==> src/rtl/debounce_bank.sv <==
// Multi-channel push-button conditioner: 2-flop synchroniser, per-channel stability counter,
// debounced level plus one-cycle press/release pulses. `release` is a reserved word, hence release_pulse.
module debounce_bank #(
  parameter int N_CH          = 4,
  parameter int STABLE_CYCLES = 16,
  parameter bit ACTIVE_LOW    = 1'b1
) (
  input  logic            clk,
  input  logic            rst,
  input  logic            sample_tick,
  input  logic [N_CH-1:0] btn_raw,
  output logic [N_CH-1:0] level,
  output logic [N_CH-1:0] press,
  output logic [N_CH-1:0] release_pulse,
  output logic            any_press
);

  localparam int            CW   = (STABLE_CYCLES > 1) ? $clog2(STABLE_CYCLES) : 1;
  localparam logic [CW-1:0] LAST = CW'(STABLE_CYCLES - 1);
  localparam logic          IDLE = ACTIVE_LOW;

  logic [N_CH-1:0] s1;
  logic [N_CH-1:0] s2;
  logic [N_CH-1:0] p;
  logic [CW-1:0]   cnt [N_CH];

  // Synchroniser idles at the released pin value so reset never looks like a press.
  always_ff @(posedge clk or negedge rst) begin
    if (!rst) begin
      s1 <= {N_CH{IDLE}};
      s2 <= {N_CH{IDLE}};
    end else begin
      s1 <= btn_raw;
      s2 <= s1;
    end
  end

  assign p = ACTIVE_LOW ? ~s2 : s2;

  always_ff @(posedge clk or negedge rst) begin
    if (!rst) begin
      level         <= '0;
      press         <= '0;
      release_pulse <= '0;
      for (int unsigned i = 0; i < N_CH; i++) cnt[i] <= '0;
    end else begin
      press         <= '0;
      release_pulse <= '0;
      for (int unsigned i = 0; i < N_CH; i++) begin
        // A sample matching the accepted level clears the count regardless of the tick.
        if (p[i] == level[i]) begin
          cnt[i] <= '0;
        end else if (sample_tick) begin
          if (cnt[i] == LAST) begin
            level[i]         <= p[i];
            cnt[i]           <= '0;
            press[i]         <= p[i];
            release_pulse[i] <= ~p[i];
          end else begin
            cnt[i] <= cnt[i] + 1'b1;
          end
        end
      end
    end
  end

  assign any_press = |press;

endmodule

==> config.mk <==
export PLATFORM = sky130hd
export DESIGN_NAME = debounce_bank
export DESIGN_NICKNAME = d
export VERILOG_FILES = /design/src/rtl/debounce_bank.sv
export SDC_FILE = /design/constraint.sdc
export NUM_CORES = 1
export LEC_CHECK = 0
export CAP_MARGIN = 25
export CORE_MARGIN = 10
export CORE_UTILIZATION = 53
export CTS_CLUSTER_SIZE = 10
export DETAILED_ROUTE_END_ITERATION = 8
export PLACE_DENSITY = 0.78
export RECOVER_POWER = 100
export SYNTH_ARGS = -nofsm -noshare
export SYNTH_HDL_FRONTEND = slang
export SYNTH_SLANG_ARGS = --single-unit
==> constraint.sdc <==
create_clock -name clk -period 1.4 [get_ports clk]
set_input_delay 0.21 -clock clk [delete_from_list [all_inputs] [get_ports clk]]
set_output_delay 0.21 -clock clk [all_outputs]
set_load 0.005 [all_outputs]
==> impl_metrics.yaml, run 1 <==
clock_network:
  clock_latency_ns: 0.34
  cts_max_path_buffers: 2
  clock-sinks: 36
  cts_tree: "done"
  cts_buffers: 5
  clkTransAtPathRegs_ns: 0.10
  htreeDepth: 2
  cts_root_buf: "clkbuf_4"
drt:
  dr.first_iter.drc_count: 88
  vias: 1044
  first_pass_iters: 4
  routed_wl_um: 2749
  viasPerCell: 5.409
  drc: 0
  wl_per_cell_um: 14.24
  ant_nets: 0
global_route:
  grt_use_total: 0.1135
  antenna_found_initial: 0
  grt_overflow: 0
  grt_max_degree: 37
  grt_pass1_vias: 1004
  grt_pass1_wl_um: 4685
power_and_ir_drop:
  p_per_area_nw_per_um2: 967.5
  power_mw: 1.724
  vdd_drop_max_uv: 826.5
  p_leak_nw: 0.8632
sta:
  drv_slew: 0
  maxSlewHeadroom: 0.4408
  tightest_slew_ns: 0.8387
  fin_crit_ns: 1.577
  hold_viol: 0
  rsz0062_at_grt: "yes"
  setup_viol: 1
  fin_worst_skew_ns: 0.009133
  fin_crit_sh: 1.126
  setup_slack_ns: -0.1766
  max_freq_mhz: 634.3
logic_synthesis:
  ys_warn_count: 0
  ys_types: 21
  synth.net_count: 140
  syn_inst: 129
  ys_async_sr_fraction: 1.000
  synth-main-ff-cell: "dfrtp_1"
  avgSynthCellArea_um2: 11.34
  synth_top_area_share: 0.4790
  yosysTopAreaCell: "dfrtp_1"
  ys_ff_latch: 36
  yosysSeqAreaShare: 0.6228
  netlist_top_cells_count: "dfrtp_1, nor2_1, nand2_1"
  synthTopCellsByArea: "dfrtp_1, dfstp_2, xor2_1, nor2_1, ha_1"
  netlist_area_um2: 1463
  synth_edf_count: 0
  post-synth-top-count-cell: "dfrtp_1"
floorplan:
  die_y_um: 72.54
  die_w_um: 72.54
  io_pins: 20
  coreArea_um2: 2545
  dieArea_um2: 5261
  rows: 18
  start_util: 0.5747
setup_path:
  cp_max_fo: 2
  required_ns: 1.19
  critPathArrivalTime_ns: 1.37
  end_kind: "output port"
  startpoint_type: "register"
  crit_type: "register to output port"
cells_and_area:
  utilization: 0.7001
  layout.nets: 174
  area_growth_pct: 21.81
  n_antenna_cell: 0
  drive_above_1_share: 0.1472
worst_hold_path:
  hp-class: "register to register"
flow_run:
  maxCapViolations: 0
place:
  port_buffers: 19
  place.gp.congestion: 0.7374
  hpwl_um: 1981
run_status:
  run_status: "finished with violations"
  violations: "setup timing"
## power breakdown
part / internal, mW / switching, mW / leakage, nW
registers: 1.08 / 0.0306 / 0.468
logic: 0.0523 / 0.0616 / 0.367
clock network: 0.185 / 0.318 / 0.0281
total: 1.31 / 0.410 / 0.863
## sequential cells by signal, summed over array words and instances, names as in the netlist
signal / cells
s1: 4
release_pulse: 4
press: 4
s2: 4
level: 4
cnt: 16
## repair_timing
item / CTS / global route
resized for setup: 14 / 2
buffers inserted: 4 / 1
hold buffers: 0 / 0
pin swaps: 1 / 0
setup endpoints to repair: 12 / 3
## metal layers
metal,wire length [um],GRT usage,part of all wire,vias to the layer above
li1,-,-,-,521
met1,1178,0.1261,0.43,499
met2,1423,0.1879,0.52,20
met3,122,0.04762,0.044,4
met4,25,0.04430,0.0091,0
met5,0,0,0,-
## layout make-up
cell class / instances / area (um2)
clock inverters: 1 / 5.005
well taps: 30 / 37.54
flip-flops and latches: 36 / 910.9
clock buffers: 6 / 41.29
multi-input cells: 90 / 531.8
repair buffers: 30 / 255.2
fillers: 192 / 763.2
## path summary, 6_finish.rpt
kind | start | end | slack, ns | cells after the start
hold / removal | s1[1]$_DFF_PN1_ | s2[1]$_DFF_PN1_ | 0.37 | 0
hold reg to reg | s1[1]$_DFF_PN1_ | s2[1]$_DFF_PN1_ | 0.37 | 0
max in group asynchronous | rst | release_pulse[2]$_DFF_PN0_ | 0.38 | 2
min in group asynchronous | rst | level[3]$_DFFE_PN0P_ | 0.49 | 2
setup / recovery | press[2]$_DFF_PN0_ | any_press | -0.18 | 2
setup reg to reg | cnt[12]$_DFFE_PN0P_ | press[0]$_DFF_PN0_ | 0.25 | 3
## logic make-up after synthesis
group,after synthesis,share of synthesized area
and+or+nand+nor,57,0.1882
DFF,36,0.6228
AOI/OAI and AO/OA,17,0.06587
xor gates and xnor gates,8,0.04791
muxes,4,0.02737
adders and majority gates,4,0.03422
buffers and inverters,3,0.01368
## metrics by stage
step | instance area [um2] | setup TNS [ns] | hold slack [ns] | setup WS [ns] | instances
detailed placement | 1728 | -0.2840 | 0.3481 | -0.1382 | 181
global route | 1782 | -0.2376 | 0.3723 | -0.2376 | 193
floorplan | 1463 | 0 | -0.08559 | 0.2964 | 129
global placement | 1728 | -0.1515 | 0.3457 | -0.1340 | 181
CTS | 1787 | -0.2014 | 0.2236 | -0.1770 | 192
finish | 1782 | -0.1766 | 0.3669 | -0.1766 | 193
## layout by cell type, fill, tap and decap left out, drive strengths merged
cell type / count
a21oi: 9
xor2: 8
nand3: 7
a41oi: 3
ha: 4
nand3b: 4
mux2i: 4
or3: 1
nand2b: 4
clkinv: 1
dlymetal6s2s: 1
nor2: 15
dfrtp: 28
or4: 1
dlygate4sd2: 10
buf: 10
dlygate4sd3: 5
nand2: 14
o21ai: 5
clkdlybuf4s50: 1
dfstp: 8
nor3: 7
clkbuf: 8
nand4: 4
clkdlybuf4s25: 1
## worst max-delay path, cell delays in order, from the launching register on
cell,delay [ns]
dfrtp_1,0.38
or4_1,0.51
buf_2,0.15
Note: power is estimated with default switching activity, not from simulation.
==> run 2: changes to the inputs <==
- CTS_CLUSTER_DIAMETER: default -> 40
- GPL_TIMING_DRIVEN: default -> 1
- SLEW_MARGIN: default -> 20
==> results of run 2 <==
The final DEF is identical to that of run 1; final timing and power are the same.
